===== config.mk =====
export PLATFORM = sky130hd
export DESIGN_NAME = fp_multiplier_seq
export DESIGN_NICKNAME = d
export VERILOG_FILES = /design/src/rtl/fp_consts.sv /design/src/rtl/fp_mul_normalize_round.sv /design/src/rtl/fp_multiplier_seq.sv
export SDC_FILE = /design/constraint.sdc
export NUM_CORES = 1
export LEC_CHECK = 0
export ABC_AREA = 1
export CAP_MARGIN = 15
export CORE_ASPECT_RATIO = 1.25
export CORE_MARGIN = 2
export CORE_UTILIZATION = 37
export DETAILED_ROUTE_END_ITERATION = 7
export SYNTH_ARGS = -nofsm -noshare
export SYNTH_HDL_FRONTEND = slang
export SYNTH_SLANG_ARGS = --single-unit

===== constraint.sdc =====
create_clock -name clk -period 8.2 [get_ports clk]
set_input_delay 1.64 -clock clk [delete_from_list [all_inputs] [get_ports clk]]
set_output_delay 1.64 -clock clk [all_outputs]
set_load 0.05 [all_outputs]

===== src/rtl/fp_consts.sv =====
// -----------------------------------------------------------------------------
// fp_consts
//   Shared constants, encodings and classification helpers for the FP unit's
//   IEEE-754 single-precision multiplier (and its divider counterpart).
//   Contents:
//     QNAN_SAMPLE_CONST        canonical quiet NaN returned for invalid ops
//     INFINITY_POSITIVE_CONST  +infinity; sign bit is spliced in by users
//     ZERO                     +0.0
//     EXP_BIAS                 single-precision exponent bias (127)
//     EXP_SPECIAL              exponent field marking NaN / infinity
//     fp_mul_state_t           multiplier FSM state encoding
//     is_nan / is_inf / is_zero  operand classification (exp==0 is zero,
//                                so denormals flush to zero)
// -----------------------------------------------------------------------------
package fp_consts;

    localparam logic [31:0] QNAN_SAMPLE_CONST       = 32'h7FC0_0000;
    localparam logic [31:0] INFINITY_POSITIVE_CONST = 32'h7F80_0000;
    localparam logic [31:0] ZERO                    = 32'h0000_0000;
    localparam int          EXP_BIAS                = 127;
    localparam logic [7:0]  EXP_SPECIAL             = 8'hFF;

    typedef enum logic [1:0] {
        ST_IDLE,
        ST_MUL,
        ST_NORM,
        ST_DONE
    } fp_mul_state_t;

    // NaN pattern: all-ones exponent with a non-zero fraction.
    function automatic logic is_nan(input logic [31:0] x);
        return (x[30:23] == EXP_SPECIAL) && (x[22:0] != 23'd0);
    endfunction

    // Infinity pattern: all-ones exponent with a zero fraction.
    function automatic logic is_inf(input logic [31:0] x);
        return (x[30:23] == EXP_SPECIAL) && (x[22:0] == 23'd0);
    endfunction

    // Any zero exponent counts as zero; denormals are flushed.
    function automatic logic is_zero(input logic [31:0] x);
        return (x[30:23] == 8'd0);
    endfunction

endpackage


===== src/rtl/fp_mul_normalize_round.sv =====
// -----------------------------------------------------------------------------
// fp_mul_normalize_round
//   Combinational back end of the sequential FP multiplier. Normalises the
//   48-bit mantissa product, optionally rounds, and range-checks the exponent.
//   Ports:
//     product   in  48  raw {1,fa} * {1,fb} mantissa product
//     exp_in    in  10  signed biased exponent ea + eb - 127
//     sign      in  1   result sign
//     result    out 32  packed single-precision result
//     overflow  out 1   exponent >= 255; result is signed infinity
//     underflow out 1   exponent <= 0; result is signed zero
//   Build option:
//     FP_MUL_ROUND_NEAREST_EN  defined   -> round-to-nearest-even
//                              undefined -> truncation
// -----------------------------------------------------------------------------
module fp_mul_normalize_round
    import fp_consts::*;
(
    input  logic [47:0]        product,
    input  logic signed [9:0]  exp_in,
    input  logic               sign,
    output logic [31:0]        result,
    output logic               overflow,
    output logic               underflow
);

    logic signed [9:0] exp_n;
    logic [22:0]       frac;
`ifdef FP_MUL_ROUND_NEAREST_EN
    logic              guard;
    logic              sticky;
    logic              round_up;
    logic [23:0]       frac_rnd;
`else
    // Bits below the kept fraction are discarded by truncation.
    logic              unused_low_bits;
    assign unused_low_bits = |product[22:0];
`endif

    always_comb begin
        // NOTE: every variable gets a default before any branch, so no
        // path through this block can leave one unassigned (no latches).
        exp_n = exp_in;
        frac  = product[45:23];
`ifdef FP_MUL_ROUND_NEAREST_EN
        guard    = product[22];
        sticky   = |product[21:0];
        round_up = 1'b0;
        frac_rnd = 24'd0;
`endif

        // Product of two [1,2) mantissas lies in [1,4); a set bit 47 means
        // the value is >= 2 and the binary point moves one place left.
        if (product[47]) begin
            exp_n = exp_in + 10'sd1;
            frac  = product[46:24];
`ifdef FP_MUL_ROUND_NEAREST_EN
            guard  = product[23];
            sticky = |product[22:0];
`endif
        end

`ifdef FP_MUL_ROUND_NEAREST_EN
        round_up = guard & (sticky | frac[0]);
        frac_rnd = {1'b0, frac} + {23'd0, round_up};
        // Fraction carry-out: 1.111..1 + ulp = 10.0, bump the exponent.
        if (frac_rnd[23]) begin
            exp_n = exp_n + 10'sd1;
        end
        frac = frac_rnd[22:0];
`endif

        overflow  = (exp_n >= 10'sd255);
        underflow = (exp_n <= 10'sd0);

        if (overflow) begin
            result = {sign, INFINITY_POSITIVE_CONST[30:0]};
        end else if (underflow) begin
            result = {sign, ZERO[30:0]};
        end else begin
            result = {sign, exp_n[7:0], frac};
        end
    end

endmodule


===== src/rtl/fp_multiplier_seq.sv =====
// -----------------------------------------------------------------------------
// fp_multiplier_seq
//   Multi-cycle IEEE-754 single-precision multiplier, result = a * b, built on
//   an iterative shift-add mantissa multiplier with a start/busy/done
//   handshake. Flags share the divider's semantics.
//   Parameters:
//     RADIX_BITS  multiplier bits consumed per MUL cycle: 1,2,3,4,6 or 8
//   Ports:
//     clk       in  1   rising-edge clock
//     rst_b     in  1   synchronous active-low reset
//     start     in  1   request pulse, sampled only in IDLE
//     a         in  32  multiplicand
//     b         in  32  multiplier
//     busy      out 1   high from the cycle after start through the done cycle
//     done      out 1   one-cycle pulse; result and flags valid from here
//     result    out 32  product
//     overflow  out 1   exponent overflow (signed infinity)
//     underflow out 1   exponent underflow (signed zero)
//   Build option:
//     FP_MUL_ROUND_NEAREST_EN selects round-to-nearest-even in the normaliser;
//     latency is the same in both builds.
// -----------------------------------------------------------------------------
module fp_multiplier_seq
    import fp_consts::*;
#(
    parameter int RADIX_BITS = 1
) (
    input  logic        clk,
    input  logic        rst_b,
    input  logic        start,
    input  logic [31:0] a,
    input  logic [31:0] b,
    output logic        busy,
    output logic        done,
    output logic [31:0] result,
    output logic        overflow,
    output logic        underflow
);

    localparam int ITERS = 24 / RADIX_BITS;
    localparam int CNT_W = 5;

    if (RADIX_BITS != 1 && RADIX_BITS != 2 && RADIX_BITS != 3 &&
        RADIX_BITS != 4 && RADIX_BITS != 6 && RADIX_BITS != 8) begin : g_bad_radix
        $error("fp_multiplier_seq: RADIX_BITS must be one of 1,2,3,4,6,8");
    end

    fp_mul_state_t      state_q;
    fp_mul_state_t      state_d;
    logic               busy_d;
    logic               done_d;

    logic               sign_q;
    logic [7:0]         ea_q;
    logic [7:0]         eb_q;
    logic [47:0]        mcand_q;
    logic [23:0]        mplier_q;
    logic [47:0]        acc_q;
    logic [CNT_W-1:0]   cnt_q;

    logic               op_sign;
    logic               special_hit;
    logic [31:0]        special_result;
    logic [47:0]        partial;
    logic signed [9:0]  exp_sum;
    logic [31:0]        nr_result;
    logic               nr_overflow;
    logic               nr_underflow;

    // ---------------------------------------------------------------------
    // Operand classification on the live inputs (used only in the start cycle)
    // ---------------------------------------------------------------------
    assign op_sign = a[31] ^ b[31];

    always_comb begin
        special_hit    = is_nan(a) || is_nan(b) || is_inf(a) || is_inf(b) ||
                         is_zero(a) || is_zero(b);
        special_result = {op_sign, ZERO[30:0]};
        if (is_nan(a) || is_nan(b)) begin
            special_result = QNAN_SAMPLE_CONST;
        end else if ((is_zero(a) && is_inf(b)) || (is_inf(a) && is_zero(b))) begin
            special_result = QNAN_SAMPLE_CONST;
        end else if (is_inf(a) || is_inf(b)) begin
            special_result = {op_sign, INFINITY_POSITIVE_CONST[30:0]};
        end
    end

    // ---------------------------------------------------------------------
    // FSM: state register
    // busy/done are registered so the done pulse lands one cycle after the
    // DONE state, with busy covering that cycle.
    // ---------------------------------------------------------------------
    always_ff @(posedge clk) begin
        // NOTE: clocked state uses non-blocking assignments so every register
        // samples pre-edge values regardless of statement order.
        if (!rst_b) begin
            state_q <= ST_IDLE;
            busy    <= 1'b0;
            done    <= 1'b0;
        end else begin
            state_q <= state_d;
            busy    <= busy_d;
            done    <= done_d;
        end
    end

    // FSM: next-state logic
    always_comb begin
        state_d = state_q;
        unique case (state_q)
            ST_IDLE: if (start) state_d = special_hit ? ST_DONE : ST_MUL;
            ST_MUL:  if (cnt_q == CNT_W'(ITERS - 1)) state_d = ST_NORM;
            ST_NORM: state_d = ST_DONE;
            ST_DONE: state_d = ST_IDLE;
            default: state_d = ST_IDLE;
        endcase
    end

    // FSM: output logic
    always_comb begin
        busy_d = (state_d != ST_IDLE) || (state_q == ST_DONE);
        done_d = (state_q == ST_DONE);
    end

    // ---------------------------------------------------------------------
    // Shift-add partial product: RADIX_BITS multiplier LSBs per cycle
    // ---------------------------------------------------------------------
    always_comb begin
        partial = 48'd0;
        for (int j = 0; j < RADIX_BITS; j++) begin
            if (mplier_q[j]) begin
                partial = partial + (mcand_q << j);
            end
        end
    end

    assign exp_sum = $signed({2'b00, ea_q}) + $signed({2'b00, eb_q}) - 10'(EXP_BIAS);

    // ---------------------------------------------------------------------
    // Operand registers
    // NOTE: these are always loaded on an accepted start before being read,
    // so they carry no reset; only control, accumulator and outputs do.
    // ---------------------------------------------------------------------
    always_ff @(posedge clk) begin
        if (state_q == ST_IDLE && start) begin
            sign_q   <= op_sign;
            ea_q     <= a[30:23];
            eb_q     <= b[30:23];
            mcand_q  <= {24'd0, 1'b1, a[22:0]};
            mplier_q <= {1'b1, b[22:0]};
        end else if (state_q == ST_MUL) begin
            mcand_q  <= mcand_q << RADIX_BITS;
            mplier_q <= mplier_q >> RADIX_BITS;
        end
    end

    // Accumulator, iteration counter and architectural outputs
    always_ff @(posedge clk) begin
        if (!rst_b) begin
            acc_q     <= 48'd0;
            cnt_q     <= '0;
            result    <= ZERO;
            overflow  <= 1'b0;
            underflow <= 1'b0;
        end else begin
            unique case (state_q)
                ST_IDLE: begin
                    if (start) begin
                        acc_q     <= 48'd0;
                        cnt_q     <= '0;
                        overflow  <= 1'b0;
                        underflow <= 1'b0;
                        if (special_hit) begin
                            result <= special_result;
                        end
                    end
                end
                ST_MUL: begin
                    acc_q <= acc_q + partial;
                    cnt_q <= cnt_q + CNT_W'(1);
                end
                ST_NORM: begin
                    result    <= nr_result;
                    overflow  <= nr_overflow;
                    underflow <= nr_underflow;
                end
                default: ;
            endcase
        end
    end

    fp_mul_normalize_round u_norm (
        .product   (acc_q),
        .exp_in    (exp_sum),
        .sign      (sign_q),
        .result    (nr_result),
        .overflow  (nr_overflow),
        .underflow (nr_underflow)
    );

endmodule


# ---- Word level (Yosys, flattened, before mapping)
# Cells that the tools add are included.
dict set report classes {
  n_eq_ne 8
  reduce_logical 29
  n_addsub 5
  n_mux 26
  bitwise_logic 1
  order_cmp 2
}
# operator count
set op_table {}
lappend op_table {{2-to-1 mux 32 bit} 4}
lappend op_table {{2-to-1 mux 23 bit} 5}
lappend op_table {{2-to-1 mux 48 bit} 2}
lappend op_table {{case mux 48 bit (2 select lines)} 1}
lappend op_table {{2-to-1 mux 31 bit} 3}
lappend op_table {{case mux 32 bit (2 select lines)} 1}
lappend op_table {{adder 48 bit} 1}
lappend op_table {{logical NOT 23 bit} 2}
lappend op_table {{nonzero test 23 bit} 2}
lappend op_table {{== test 8 bit, second input constant} 2}
lappend op_table {{logical NOT 8 bit} 2}
lappend op_table {{adder 10 x 2 -> 10 bit, second input constant} 1}
lappend op_table {{>= comparator 10 x 9 -> 1 bit, second input constant} 1}
lappend op_table {{<= comparator 10 x 1 -> 1 bit, second input constant} 1}
lappend op_table {{2-to-1 mux 10 bit} 1}
lappend op_table {{case mux 5 bit (2 select lines)} 1}
lappend op_table {{subtractor 9 x 7 -> 10 bit, second input constant} 1}
lappend op_table {{adder 8 x 8 -> 9 bit} 1}
lappend op_table {{logical OR 1 bit} 8}
lappend op_table {{case mux 2 bit (4 select lines)} 1}
lappend op_table {{nonzero test 2 bit} 4}
lappend op_table {{logical AND 1 bit} 7}
lappend op_table {{2-to-1 mux 2 bit} 3}
lappend op_table {{adder 5 x 1 -> 5 bit, second input constant} 1}
lappend op_table {{11 further kinds} 15}
dict set report word_totals {
  input_bits 67
  out_inout_bits 36
  elab_cells 86
  reg_bits 180
}

# ---- Logic depth before layout (Yosys ltp)
# Gate-level depths: netlist of the first run.
dict set report depth {
  word_depth 12
  ltp_mapped 21
  depth_no_buf 21
}

# ---- By module
# From an unflattened synthesis of the first run, not the netlist that was laid out.
dict set report hier_totals {
  hier_cells 2062
  area_unflattened_um2 12713.4
}
# module seq_area_each_um2 area_each_um2 instances cells_per_inst
set modules_own_cells {}
lappend modules_own_cells {fp_multiplier_seq 4234.1 11669.9 1 1835}
lappend modules_own_cells {fp_mul_normalize_round 0.0 1043.5 1 227}

# ---- Worst setup path after synthesis of the first run
# Ideal clock, no wire load.
dict set report synth_timing {
  kind {in2reg}
  start {input port start}
  end {register mcand_q[0], enable pin}
  n_path_buf 1
  path_stages 5
  required_ns 7.772
  setup_time_ns 0.428
  t_arrival_ns 3.535
  setup_slack_ns 4.237
  cell_sequence {nand2_1 -> inv_1 -> nor2_1 -> clkinv_1 -> clkbuf_1}
}
dict set report synth_via {
  elab_chain_len 2
}
# item line_no
set synth_rtl {}
lappend synth_rtl {{from (decl)} fp_multiplier_seq.sv:30} ;# input logic start,
lappend synth_rtl {{logical AND 1 bit} fp_multiplier_seq.sv:145} ;# if (state_q == ST_IDLE && start) begin
lappend synth_rtl {{nonzero test 2 bit (no line)} --}
lappend synth_rtl {{to (signal assigned)} fp_multiplier_seq.sv:149} ;# mcand_q <= {24'd0, 1'b1, a[22:0]};
lappend synth_rtl {{to (signal assigned)} fp_multiplier_seq.sv:152} ;# mcand_q <= mcand_q << RADIX_BITS;
lappend synth_rtl {{to (decl)} fp_multiplier_seq.sv:56} ;# logic [47:0] mcand_q;
# Every way passes these cells.
# A chain may end at the register's enable or synchronous reset.

# ---- Worst setup path after layout of the first run
dict set report layout_timing {
  start {input port start}
  end {register result[23]}
}
dict set report layout_via {
  elab_chain_len 2
}
# item line_no
set layout_rtl {}
lappend layout_rtl {{inequality test 2 bit (no line)} --}
lappend layout_rtl {{AND reduction 3 bit (no line)} --}
lappend layout_rtl {{to (signal assigned)} fp_multiplier_seq.sv:174} ;# result <= special_result;
lappend layout_rtl {{to (signal assigned)} fp_multiplier_seq.sv:183} ;# result <= nr_result;
lappend layout_rtl {{to (decl)} fp_multiplier_seq.sv:35} ;# output logic [31:0] result,
# Every way passes these cells.

==> results of run 1 <==
-- power breakdown --
group / switching, uW / total (uW) / internal (uW)
registers: 24.7 / 1020 / 993
clock network: 426 / 866 / 440
logic: 277 / 415 / 138
-- final cells by class --
| class | instances | area share (%) |
|---|---|---|
| inverters | 260 | 6.94 |
| multi-input cells | 1301 | 47.1 |
| repair buffers | 111 | 7.75 |
| clock buffers | 17 | 3.03 |
| well taps | 418 | 3.72 |
| flip-flops and latches | 180 | 30.1 |
| clock inverters | 15 | 1.32 |
-- cells in the mapped netlist (2+ instances only) --
cell	n
o21a_1	2
a211oi_1	4
inv_2	8
fa_1	2
inv_1	251
nor2_1	188
nor3_1	15
nand2_2	8
o211ai_1	2
nor4_1	14
o21bai_1	8
buf_2	2
ha_1	64
buf_8	2
nand2_1	510
dfxtp_1	117
o21ai_0	106
nand4_1	20
a21oi_2	20
a21oi_1	149
edfxtp_1	63
nand3b_1	11
buf_6	3
a31oi_1	8
nand3_2	22
buf_1	8
or2_2	9
nor2_4	3
clkbuf_1	40
a21o_1	13
o22ai_1	24
a21boi_0	2
nand3_1	85
nor2_2	2
-- state kept, by name (all words and copies together) (netlist names) --
name       cells
overflow       1
cnt_q          5
ea_q           8
result        32
acc_q         48
state_q        2
done           1
underflow      1
eb_q           8
mplier_q      24
sign_q         1
busy           1
mcand_q       48
-- path summary, 6_finish.rpt --
kind           startpoint  slack [ns]           end  cells past startpoint
max                 start        3.74    result[23]                     13
min          mplier_q[23]        0.46  mplier_q[23]                      2
max reg2reg       ea_q[1]        4.52    result[22]                     17
min reg2reg  mplier_q[23]        0.46  mplier_q[23]                      2
-- critical path, delay by kind of cell --
family / cells / cell delay (ns)
and+or+nand+nor: 7 / 0.73
buffers and inverters: 6 / 2.43
-- logic make-up (layout without fill, tap and decap cells) --
group / count (synthesis) / count (layout) / share of synthesized area [%]
fa+ha+maj: 66 / 66 / 6.96
simple gates: 892 / 892 / 31.8
compound gates: 341 / 341 / 15.8
buf+inv: 316 / 403 / 10.2
flops: 180 / 180 / 35.0
xor+xnor: 2 / 2 / 0.145
-- routing by layer --
layer | GRT usage (%) | up-vias | part of all wire, %
met5 | 0 | - | 0
met1 | 25.3 | 5250 | 45
met3 | 2.82 | 51 | 3.2
met2 | 37.2 | 216 | 49
li1 | - | 6001 | -
met4 | 8.17 | 0 | 3.1
-- metrics by stage --
step                      power [uW]  hold slack [ns]  instance area (um^2)
after CTS                       2320            0.462                 14100
final                           2300            0.459                 14100
after floorplan                 1330            0.419                 12100
after global routing            2420            0.489                 14100
after global placement          1440            0.433                 13400
after detailed placement        1450            0.444                 13400
==> impl_metrics.env, run 1 <==
export IMPL_grt_pass1_wl_mm=57.3
export IMPL_clk_latency_ns=0.46
export IMPL_pre_cts_ws_ns=3.26
export IMPL_tritoncts="done"
export IMPL_fillers=3477
export IMPL_clockRootBuffer="clkbuf_16"
export IMPL_ys_flop_type="dfxtp_1"
export IMPL_syn_area_per_cell_um2=6.72
export IMPL_die_h_um=206
export IMPL_grt_usage_pct=20.8
export IMPL_slew_headroom_pct=29.2
export IMPL_io_buffers=102
export IMPL_ctsResizeCount=0
export IMPL_register_area_um2=4230
export IMPL_cp_arrival_ns=4.86
export IMPL_dr_pass1_iters=5
export IMPL_power_density_nw_per_um2=164
export IMPL_ys_top_cells_by_area="dfxtp_1 (19%), nand2_1 (16%), edfxtp_1 (16%)"
export IMPL_synth_edf_count=63
export IMPL_cp_cell_sequence="clkdlybuf4s50_1, nand2_2, buf_4, inv_2, buf_4, nand2_1, nand2_1, inv_1, nand2_1, nand2_1, nand3b_1, nand2_1, inv_1"
export IMPL_hold_violations=0
export IMPL_rows=74
export IMPL_clk_pin_slew_ns=0.08
export IMPL_drt_vias_per_instance=5.00
export IMPL_critPathMaxStageDelay_ns=0.72
export IMPL_globalplace_congestion=0.923
export IMPL_fin_ws_ns=3.74
export IMPL_clock_sinks=180
export IMPL_peakVddDrop_mv=0.114
export IMPL_antenna_found_initial=0
export IMPL_fin_tns_setup_ns=0
export IMPL_core_area_um2=32400
export IMPL_synth_top_area_share_pct=19.4
export IMPL_syn_inst=1797
export IMPL_place_inst=2270
export IMPL_crit_fanout=60
export IMPL_finalClockSkew_ns=0.0117
export IMPL_finalSetupViolations=0
export IMPL_post_cts_buffers=0
export IMPL_grt_pass1_vias=11300
export IMPL_multi_input_area_um2=6620
export IMPL_ant_nets=0
export IMPL_path_class="input pin to flip-flop"
export IMPL_synth_cell_types=46
export IMPL_ys_seq_area_share_pct=35.0
export IMPL_ys_seq_elements=180
export IMPL_crit_path_frequent_cell="nand2_1"
export IMPL_hold_path_class="flip-flop to flip-flop"
export IMPL_most_common_layout_cells="nand2_1 (509), inv_1 (250), nor2_1 (186), a21oi_1 (149), dfxtp_1 (117)"
export IMPL_grt_max_degree=71
export IMPL_htree_num_levels=4
export IMPL_vias=11500
export IMPL_die_area_um2=34100
export IMPL_cp_end_kind="flip-flop"
export IMPL_syn_nets=1930
export IMPL_yosys_area_top_type="dfxtp_1"
export IMPL_cap_violations=0
export IMPL_drv_slew=0
export IMPL_grt_overflow=0
export IMPL_cts_made_buffers=17
export IMPL_rsz0062_at_grt="no"
export IMPL_cts_max_path_buffers=2
export IMPL_post_layout_nonfiller_instances=2302
export IMPL_dp_hpwl_mm=27.0
export IMPL_nNetsFinal=2004
export IMPL_status="finished, final reports clean"
export IMPL_async_reset_ff_share_pct=0
export IMPL_synth_area_um2=12100
export IMPL_start_kind="input pin"
export IMPL_ys_warnings_count=0
export IMPL_drive_gt1_share_pct=6.37
export IMPL_avgRoutedWirePerCell_um=15.4
export IMPL_worst_pin_slew_ns=1.06
export IMPL_remaining_drc_errors=0
export IMPL_final_common_cell="nand2_1"
export IMPL_final_core_util_pct=43.4
export IMPL_required_ns=8.61
export IMPL_min_period_ns=4.46
export IMPL_power_leakage_uw=0.00625
export IMPL_first_iter_violations=797
export IMPL_wl_mm=35.4
export IMPL_slowest_stage="inv_1"
export IMPL_ioPinCount=103
export IMPL_fin_crit_sh_pct=54.4
export IMPL_start_util_pct=37.3
export IMPL_die_w_um=166
export IMPL_antenna_cells=0
export IMPL_fmaxAchievable_mhz=224
export IMPL_cts_hold_buf=0
export IMPL_syn2layout_area_growth_pct=16.3
No activity file was read; power rests on OpenSTA's default activity.
==> inputs of run 2 (changes only) <==
Clock period 8.2 ns to 4.1 ns, I/O delays scaled along.
==> impl_metrics.env, run 2 (synthesized netlist as in run 1, its figures left out) <==
export IMPL_status="finished, final reports clean"
export IMPL_htree_num_levels=4
export IMPL_crit_fanout=24
export IMPL_dr_pass1_iters=7
export IMPL_clock_power_share_pct=38.4
export IMPL_avgRoutedWirePerCell_um=15.3
export IMPL_hold_path_class="flip-flop to flip-flop"
export IMPL_core_area_um2=32400
export IMPL_first_iter_violations=827
export IMPL_cap_violations=0
export IMPL_final_area_um2=14100
export IMPL_post_layout_nonfiller_instances=2304
export IMPL_clock_sinks=180
export IMPL_path_class="flip-flop to flip-flop"
export IMPL_finalClockSkew_ns=0.0150
export IMPL_fmaxAchievable_mhz=294
export IMPL_combPwrFrac_pct=17.7
export IMPL_start_kind="flip-flop"
export IMPL_place_inst=2272
export IMPL_swShare_pct=32.4
export IMPL_clk_latency_ns=0.46
export IMPL_grt_pass1_vias=11100
export IMPL_rows=74
export IMPL_drv_slew=0
export IMPL_critPathMaxStageDelay_ns=0.54
export IMPL_cts_hold_buf=0
export IMPL_min_period_ns=3.40
export IMPL_slowest_stage="fa_1"
export IMPL_drive_gt1_share_pct=6.47
export IMPL_grt_max_degree=60
export IMPL_die_h_um=206
export IMPL_cts_made_buffers=17
export IMPL_die_area_um2=34100
export IMPL_power_internal_uw=3150
export IMPL_whs_ns=0.450
export IMPL_globalplace_congestion=0.937
export IMPL_most_common_layout_cells="nand2_1 (509), inv_1 (250), nor2_1 (186), a21oi_1 (149), dfxtp_1 (117)"
export IMPL_power_density_nw_per_um2=330
export IMPL_peakVddDrop_mv=0.242
export IMPL_post_cts_buffers=0
export IMPL_hold_violations=0
export IMPL_start_util_pct=37.3
export IMPL_io_buffers=102
export IMPL_nNetsFinal=2006
export IMPL_grt_pass1_wl_mm=57.5
export IMPL_dp_hpwl_mm=27.1
export IMPL_fin_crit_sh_pct=83.0
export IMPL_ioPinCount=103
export IMPL_syn2layout_area_growth_pct=16.9
export IMPL_final_common_cell="nand2_1"
export IMPL_cts_max_path_buffers=2
export IMPL_ant_nets=0
export IMPL_seq_power_share_pct=43.9
export IMPL_grt_usage_pct=20.8
export IMPL_ctsResizeCount=0
export IMPL_placed_area_um2=13500
export IMPL_required_ns=4.45
export IMPL_p_switching_uw=1510
export IMPL_fin_tns_setup_ns=0
export IMPL_crit_path_frequent_cell="nand2_1"
export IMPL_tritoncts="done"
export IMPL_wl_mm=35.3
export IMPL_cp_end_kind="flip-flop"
export IMPL_drt_vias_per_instance=5.04
export IMPL_slew_headroom_pct=25.0
export IMPL_clk_pin_slew_ns=0.08
export IMPL_rsz0062_at_grt="no"
export IMPL_cp_cell_sequence="ha_1, ha_1, fa_1, nand2_1, inv_1, nand2_1, nor2_2, nand3_2, nor2_4, nand2_2, nor2_2, nand3_1, nand2_2, inv_2, nor2_4, buf_4, o21ai_0, nand2_1, inv_1"
export IMPL_die_w_um=166
export IMPL_antenna_cells=0
export IMPL_grt_overflow=0
export IMPL_remaining_drc_errors=0
export IMPL_finalSetupViolations=0
export IMPL_reg_top3="acc_q x48, mcand_q x48, result x32"
export IMPL_power_leakage_uw=0.00628
export IMPL_antenna_found_initial=0
export IMPL_vias=11600
export IMPL_clockRootBuffer="clkbuf_16"
export IMPL_cp_arrival_ns=3.75
export IMPL_worst_pin_slew_ns=1.13
==> run 2: cell types whose count changed in the layout (fill, tap and decap cells not counted) <==
cell and delta:
inv_12 +3, buf_12 +2, inv_6 +2, inv_8 -2, bufinv_16 -1, clkbuf_16 +1
clkinv_2 -1, clkinv_4 -1, clkinv_8 +1, clkinvlp_4 -1, inv_4 -1
==> run 2: worst paths after layout <==
path                start            to  slack (ns)  cells after the start
max               eb_q[1]     underflow        0.70                     19
min          mplier_q[23]  mplier_q[23]        0.45                      2
max reg2reg       eb_q[1]     underflow        0.70                     19
min reg2reg  mplier_q[23]  mplier_q[23]        0.45                      2
==> run 2: per-layer routing <==
| layer | part of all wire (%) | vias to the layer above | global-route usage (%) |
|---|---|---|---|
| li1 | - | 5995 | - |
| met1 | 44 | 5298 | 25.7 |
| met2 | 49 | 282 | 36.8 |
| met3 | 4.2 | 48 | 2.87 |
| met4 | 3.5 | 0 | 8.26 |
| met5 | 0 | - | 0 |
==> run 2: stage by stage <==
stage | setup WS (ns) | power, uW | util, %
after detailed placement | 0.697 | 2910 | 41.6
after global routing | 0.372 | 4890 | 43.6
after CTS | 0.694 | 4700 | 43.6
after global placement | 0.772 | 2900 | 41.6
final | 0.697 | 4660 | 43.6
after floorplan | 0.957 | 2660 | -
==> run 2: layout make-up <==
type	count	area, um^2
timing repair buffer	113	1130
inverter	260	976
tap	418	523
clock inverter	14	188
multi-input combinational	1301	6620
sequential	180	4230
clock buffer	18	450
fill	3440	18300
==> run 2: worst max-delay path: cells and delay by family, from the launching register on <==
kind / cells / cell delay (ns)
buffers and inverters: 4 / 0.53
AOI/OAI and AO/OA: 1 / 0.13
adders and majority gates: 3 / 1.08
DFF: 1 / 0.40
and+or+nand+nor: 11 / 1.17
==> run 2: power by group through the flow <==
stage	Clock, uW	Combinational, uW	Sequential, uW
6_report	1790	824	2040
5_1_grt	1890	942	2060
4_1_cts	1820	834	2040
3_5_place_dp	0	830	2080
3_3_place_gp	0	817	2080
2_1_floorplan	0	594	2070
